**src/rtl/full_st0_out_buffer.sv**
```systemverilog
// Elastic first-word-fall-through buffer between stage-0 and stage-1.
// Tags every stored word with a last marker derived from the programmed frame length.
module full_st0_out_buffer #(
  parameter int DEPTH = 8,
  parameter int WIDTH = 32,
  parameter int LEN_W = 6
) (
  input  logic                       clk,
  input  logic                       reset,
  input  logic [LEN_W-1:0]           frame_length,
  input  logic [WIDTH-1:0]           stage_0_data_out,
  input  logic                       stage_0_data_out_fst,
  input  logic                       stage_0_data_out_vld,
  output logic                       stage_0_data_out_rdy,
  output logic [WIDTH-1:0]           stage_1_data,
  output logic                       stage_1_data_fst,
  output logic                       stage_1_data_lst,
  output logic                       stage_1_data_vld,
  input  logic                       stage_1_data_rdy,
  output logic [$clog2(DEPTH):0]     level,
  output logic                       frame_done,
  output logic                       frame_err
);

  localparam int AW = $clog2(DEPTH);

  typedef enum logic {IDLE, IN_FRAME} state_t;

  logic [WIDTH+1:0] mem [DEPTH];
  logic [AW-1:0]    wr_ptr, rd_ptr;
  logic [WIDTH+1:0] head;
  logic             push, pop;
  state_t           state;
  logic [LEN_W-1:0] len_q, in_cnt;
  logic [LEN_W:0]   cnt_next;
  logic             lst_in;

  // A programmed length of zero stands for the full 2^LEN_W range.
  function automatic logic [LEN_W:0] eff_len(input logic [LEN_W-1:0] len);
    return (len == '0) ? {1'b1, {LEN_W{1'b0}}} : {1'b0, len};
  endfunction

  assign stage_0_data_out_rdy = (level != (AW+1)'(DEPTH));
  assign stage_1_data_vld     = (level != '0);
  assign push = stage_0_data_out_vld & stage_0_data_out_rdy;
  assign pop  = stage_1_data_vld & stage_1_data_rdy;

  assign head             = mem[rd_ptr];
  assign stage_1_data     = head[WIDTH-1:0];
  assign stage_1_data_fst = head[WIDTH];
  assign stage_1_data_lst = head[WIDTH+1];

  assign cnt_next = {1'b0, in_cnt} + (LEN_W+1)'(1);

  always_comb begin
    lst_in = 1'b0;
    if (stage_0_data_out_fst)
      lst_in = (eff_len(frame_length) == (LEN_W+1)'(1));
    else if (state == IN_FRAME)
      lst_in = (cnt_next == eff_len(len_q));
  end

  always_ff @(posedge clk) begin
    if (push)
      mem[wr_ptr] <= {lst_in, stage_0_data_out_fst, stage_0_data_out};
  end

  always_ff @(posedge clk) begin
    if (reset) begin
      state      <= IDLE;
      len_q      <= '0;
      in_cnt     <= '0;
      wr_ptr     <= '0;
      rd_ptr     <= '0;
      level      <= '0;
      frame_done <= 1'b0;
      frame_err  <= 1'b0;
    end else begin
      frame_done <= pop & head[WIDTH+1];
      if (push) wr_ptr <= wr_ptr + AW'(1);
      if (pop)  rd_ptr <= rd_ptr + AW'(1);
      case ({push, pop})
        2'b10:   level <= level + (AW+1)'(1);
        2'b01:   level <= level - (AW+1)'(1);
        default: level <= level;
      endcase
      // Frame checker only moves on accepted words; a premature fst restarts the count.
      if (push) begin
        if (stage_0_data_out_fst) begin
          if (state == IN_FRAME) frame_err <= 1'b1;
          len_q  <= frame_length;
          in_cnt <= LEN_W'(1);
          state  <= lst_in ? IDLE : IN_FRAME;
        end else if (state == IDLE) begin
          frame_err <= 1'b1;
        end else begin
          in_cnt <= cnt_next[LEN_W-1:0];
          if (lst_in) state <= IDLE;
        end
      end
    end
  end

endmodule

```
**config.mk**
```make
export PLATFORM = sky130hd
export DESIGN_NAME = full_st0_out_buffer
export DESIGN_NICKNAME = d
export VERILOG_FILES = /design/src/rtl/full_st0_out_buffer.sv
export SDC_FILE = /design/constraint.sdc
export NUM_CORES = 1
export LEC_CHECK = 0
export BUFFER_PORTS_ARGS = -buffer_cell sky130_fd_sc_hd__buf_2
export CORE_MARGIN = 5
export CORE_UTILIZATION = 40
export CTS_CLUSTER_DIAMETER = 80
export DETAILED_ROUTE_END_ITERATION = 6
export PLACE_DENSITY_LB_ADDON = 0.15
export SLEW_MARGIN = 20
export SYNTH_ARGS = -nofsm -noshare
export SYNTH_HDL_FRONTEND = slang
export SYNTH_SLANG_ARGS = --single-unit
```
**constraint.sdc**
```tcl
create_clock -name clk -period 6.6 [get_ports clk]
set_input_delay 0.99 -clock clk [delete_from_list [all_inputs] [get_ports clk]]
set_output_delay 0.99 -clock clk [all_outputs]
set_load 0.005 [all_outputs]
```
======== Word-level counts from Yosys, hierarchy flattened ========
Memories as Yosys holds them, arrays and structs flattened. A register that Yosys moved wholly into a read port is not among the register bits.
Index checks and enable logic that the tools add are counted.
storage, ports and cells
  word-level logic and storage cells ...... 49
  bits in registers ....................... 25
  bits in writable memories ............... 272
  memories kept ........................... 1
operators by class
  muxes and demuxes ....................... 17
  reductions and logical operators ........ 8
  eq/ne operators ......................... 7
  bitwise operators ....................... 3
  $add $sub $neg .......................... 5
memories
  memory  words  width  rd ports  clocked after memory_dff  wr ports  RTL line  RTL
  mem     8      34     1         1                         1         29        logic [WIDTH+1:0] mem [DEPTH];
operators by type and width
  operator                                             number
  two-way mux 7 bit                                    2
  logical NOT 6 bit                                    2
  two-way mux 6 bit                                    2
  two-way mux 1 bit                                    10
  case mux 4 bit (2 select lines)                      1
  adder 6 x 1 -> 7 bit, second input constant          1
  equality test 7 x 1 -> 1 bit, second input constant  1
  equality test 7 bit                                  1
  adder 3 x 1 -> 3 bit, second input constant          2
  two-way mux 3 bit                                    2
  adder 4 x 1 -> 4 bit, second input constant          1
  != test 4 bit, second input constant                 1
  AND reduction 2 bit                                  2
  nonzero test 2 bit                                   2
  nonzero test 4 bit                                   1
  subtractor 4 x 1 -> 4 bit, second input constant     1
  AND 1 bit                                            3
  AND reduction 3 bit                                  1
  equality test 2 x 1 -> 1 bit, second input constant  1
  equality test 2 bit, second input constant           1
  != test 2 x 1 -> 1 bit, second input constant        1
  != test 2 bit, second input constant                 1

======== Logic depth before layout (Yosys ltp) ========
  word-level depth ........................ 8
  depth in mapped cells ................... 11
  depth with buffers taken out ............ 10

======== Worst setup path after synthesis ========
Ideal clock, no wire load.
  kind .................................... input to register
  from .................................... input port stage_0_data_out_vld
  to ...................................... memory mem[2][0] (netlist bit) (enable)
  data required time ...................... 6.078 ns
  stages .................................. 4
  setup time .............................. 0.522 ns
  data arrival time ....................... 4.940 ns
  buffers on the path ..................... 1
  path slack .............................. 1.137 ns
  cell sequence ........................... and2_1 -> buf_6 -> clkinv_2 -> nor4b_1
between the ends
  longest elaborated chain between the ends .. 3
ends and longest elaborated chain
  item                                     RTL line  RTL
  from (decl)                              13        input logic stage_0_data_out_vld,
  AND 1 bit                                45        assign push = stage_0_data_out_vld & stage_0_data_out_rdy;
  two-way mux 1 bit                        64        if (push)
  two-way mux 1 bit (implied by the code)  65        mem[wr_ptr] <= {lst_in, stage_0_data_out_fst, stage_0_data_out};
  to (decl)                                29
No other way between the ends.

==> load_flow_metrics.sql <==
INSERT INTO impl_metrics (metric_group, metric, value, unit) VALUES
('floorplanning', 'fp.dieW', '181', 'µm'),
('routing', 'drt_iter0_drc', '343', ''),
('global_routing', 'groute.usage.overall', '13.8', '%'),
('timing', 'maxSlewViolCount', '0', ''),
('cells_and_area', 'area_growth', '16.1', '%'),
('timing', 'clock_skew', '0.00799', 'ns'),
('critical_path', 'worst-endpoint-arrival', '3.05', 'ns'),
('critical_path', 'critical_path.cell_chain', 'buf_4 -> mux4_2 -> mux2_2 -> buf_2', ''),
('timing', 'finalWorstPathRequiredPeriod', '4.04', 'ns'),
('placed_design', 'place.port_buffers', '84', ''),
('floorplanning', 'core.rowCount', '62', ''),
('cells_and_area', 'ff_latch_area', '8740', 'µm²'),
('floorplanning', 'design.portCount', '85', ''),
('synth', 'mappedNetlistNets', '621', ''),
('floorplanning', 'die_h', '181', 'µm'),
('routing', 'routed_via_density', '5.19', ''),
('floorplanning', 'floorplan.die_area', '32600', 'µm²'),
('global_routing', 'vias_in_the_first_global_route', '6070', ''),
('cells_and_area', 'drive_gt1_share', '36.3', '%'),
('power', 'irDropWorstVdd', '0.200', 'mV'),
('power', 'power-per-cell-area', '338', 'nW/µm²'),
('timing', 'final_hold_viol_count', '0', ''),
('cells_and_area', 'fillCellCount', '2432', ''),
('critical_path', 'slowest_delay', '0.90', 'ns'),
('synth', 'synth.ff_latch_count', '300', ''),
('critical_path', 'cp.required', '5.61', 'ns'),
('timing', 'maxClockFrequency', '248', 'MHz'),
('clock_network', 'cts-root-buf', 'sky130_fd_sc_hd__clkbuf_16', ''),
('critical_path', 'critPathSlowestCell', 'sky130_fd_sc_hd__dfxtp_4', ''),
('routing', 'routedWlPerCell', '21.0', 'µm'),
('timing', 'worst_slew_pin_slew', '1.02', 'ns'),
('power', 'static_power_due_to_leakage', '4.38', 'nW'),
('clock_network', 'tritoncts', 'built', ''),
('clock_network', 'cts.path.max_buffers', '3', ''),
('timing', 'total_negative_setup_slacks', '0', 'ns'),
('placed_design', 'place_congestion', '0.779', ''),
('synth', 'syn-instance-count', '570', ''),
('clock_network', 'h-tree-depth', '1', ''),
('flow_run', 'timing.max_cap.violations', '0', ''),
('synth', 'postSynth.topFlopCell', 'sky130_fd_sc_hd__edfxtp_1', ''),
('routing', 'drtPass1Iterations', '4', ''),
('cells_and_area', 'combined_area_of_the_multi_input_logic_cells', '2820', 'µm²'),
('timing', 'postLayoutSetupSlackWorst', '2.56', 'ns'),
('timing', 'setup_viol', '0', ''),
('cells_and_area', 'nets', '723', ''),
('clock_network', 'clk_pin_slew_worst_paths', '0.06', 'ns'),
('clock_network', 'cts_setup_buffers', '0', ''),
('placed_design', 'post-dp-hpwl', '12.5', 'mm'),
('synth', 'yosysWarnings', '0', ''),
('clock_network', 'numCtsBuffers', '31', ''),
('synth', 'asyncSetResetFlopFracSynth', '0', '%'),
('cells_and_area', 'antenna_cells_inserted', '0', ''),
('synth', 'mappedNetlistArea', '11600', 'µm²'),
('clock_network', 'postCtsResizedCells', '0', ''),
('synth', 'synth_sequential_area_ratio', '74.9', '%'),
('clock_network', 'hold_buffers', '0', ''),
('routing', 'total_length_of_routed_wires', '22.5', 'mm'),
('timing', 'layout_worst_path_cycle_share', '61.2', '%'),
('global_routing', 'grt_max_degree', '69', ''),
('run_status', 'outcome', 'complete, no violations', ''),
('placed_design', 'dp_slack', '3.00', 'ns'),
('critical_path', 'timing.critical_path.from_type', 'flop', ''),
('routing', 'via_count', '5584', ''),
('critical_path', 'cp.buffers_inverters', '2', ''),
('global_routing', 'gr-total-overflow', '0', ''),
('cells_and_area', 'final_core_util', '47.1', '%'),
('cells_and_area', 'mostFrequentLayoutCells', 'sky130_fd_sc_hd__edfxtp_1, sky130_fd_sc_hd__buf_2, sky130_fd_sc_hd__mux4_2, sky130_fd_sc_hd__mux2_2, sky130_fd_sc_hd__clkbuf_16', ''),
('routing', 'antenna_left', '0', ''),
('floorplanning', 'core_region_area', '28700', 'µm²'),
('critical_path', 'critical-path-top-delay-family', 'flip-flops', ''),
('global_routing', 'antenna_violations_before_repair', '2', '');
==> power by group <==
group | switching, mW | internal, mW
registers | 0.109 | 2.18
logic | 0.287 | 0.369
clock network | 0.654 | 0.972
==> final timing paths <==
check                            to  slack, ns                   start  cells past startpoint
max                stage_1_data[15]       2.56                    flop                      4
min          frame_err$_SDFFE_PP0P_       0.48  frame_err$_SDFFE_PP0P_                      2
max reg2reg   level[3]$_SDFFE_PP0P_       3.74   level[1]$_SDFFE_PP0P_                     10
min reg2reg  frame_err$_SDFFE_PP0P_       0.48  frame_err$_SDFFE_PP0P_                      2
==> metal layers <==
layer  vias to the layer above  routed length (µm)  track usage [%]
met5                         -                  21                0
met4                         4                 329             2.72
met3                        28                 935             2.52
met2                        99               11500             24.0
met1                      2933                9770             18.5
li1                       2520                   -                -
==> area by class of cell <==
cell class              instances  area share, %
multi-input cells             234           20.8
well taps                     384           3.55
clock buffers                  40           5.99
flip-flops and latches        300           64.6
clock inverters                12           1.01
inverters                       9          0.259
repair buffers                 96           3.77
==> worst reg2reg max path: cells and delay by family (launching register included) <==
kind,cells,cell delay [ns]
simple gates,3,1.17
fa+ha+maj,2,0.47
compound gates,3,0.50
xor+xnor,1,0.10
flops,1,0.36
buf+inv,1,0.18
==> per-stage QoR <==
stage / hold slack (ns) / power (mW) / std cells / instance area [µm²]
detailed placement: 0.477 / 3.01 / 1023 / 12600
finish: 0.479 / 4.57 / 1075 / 13500
global route: 0.516 / 4.79 / 1075 / 13500
global placement: 0.453 / 2.99 / 1023 / 12600
floorplan: 0.458 / 2.76 / 570 / 11600
CTS: 0.488 / 4.64 / 1075 / 13500
==> synthesized netlist by cell type (8+ instances only) <==
cell | number | area share [%]
sky130_fd_sc_hd__edfxtp_1 | 272 | 70
sky130_fd_sc_hd__mux2_2 | 34 | 3.3
sky130_fd_sc_hd__mux4_2 | 68 | 13
sky130_fd_sc_hd__inv_1 | 8 | 0.26
sky130_fd_sc_hd__o21ai_0 | 8 | 0.34
sky130_fd_sc_hd__dfxtp_1 | 28 | 4.8
sky130_fd_sc_hd__xnor2_1 | 8 | 0.60
sky130_fd_sc_hd__nand2_1 | 13 | 0.42
sky130_fd_sc_hd__a21oi_1 | 12 | 0.52
sky130_fd_sc_hd__nor2_1 | 29 | 0.93
sky130_fd_sc_hd__clkbuf_1 | 15 | 0.48
==> cells by family after synthesis <==
| group | count (synthesis) | share of synthesized area, % |
|---|---|---|
| DFF | 300 | 74.9 |
| muxes | 109 | 17.0 |
| and+or+nand+nor | 73 | 3.11 |
| buffers and inverters | 36 | 1.29 |
| AOI/OAI and AO/OA | 31 | 1.73 |
| xor gates and xnor gates | 13 | 0.977 |
| adders and majority gates | 8 | 0.924 |
==> state kept, by name (all words and copies together) (netlist names), named ones only <==
signal / flops
in_cnt: 6
wr_ptr: 3
len_q: 6
rd_ptr: 3
level: 4
frame_err: 1
state: 1
mem: 272
frame_done: 1
Power figures use the tool's default switching activity.
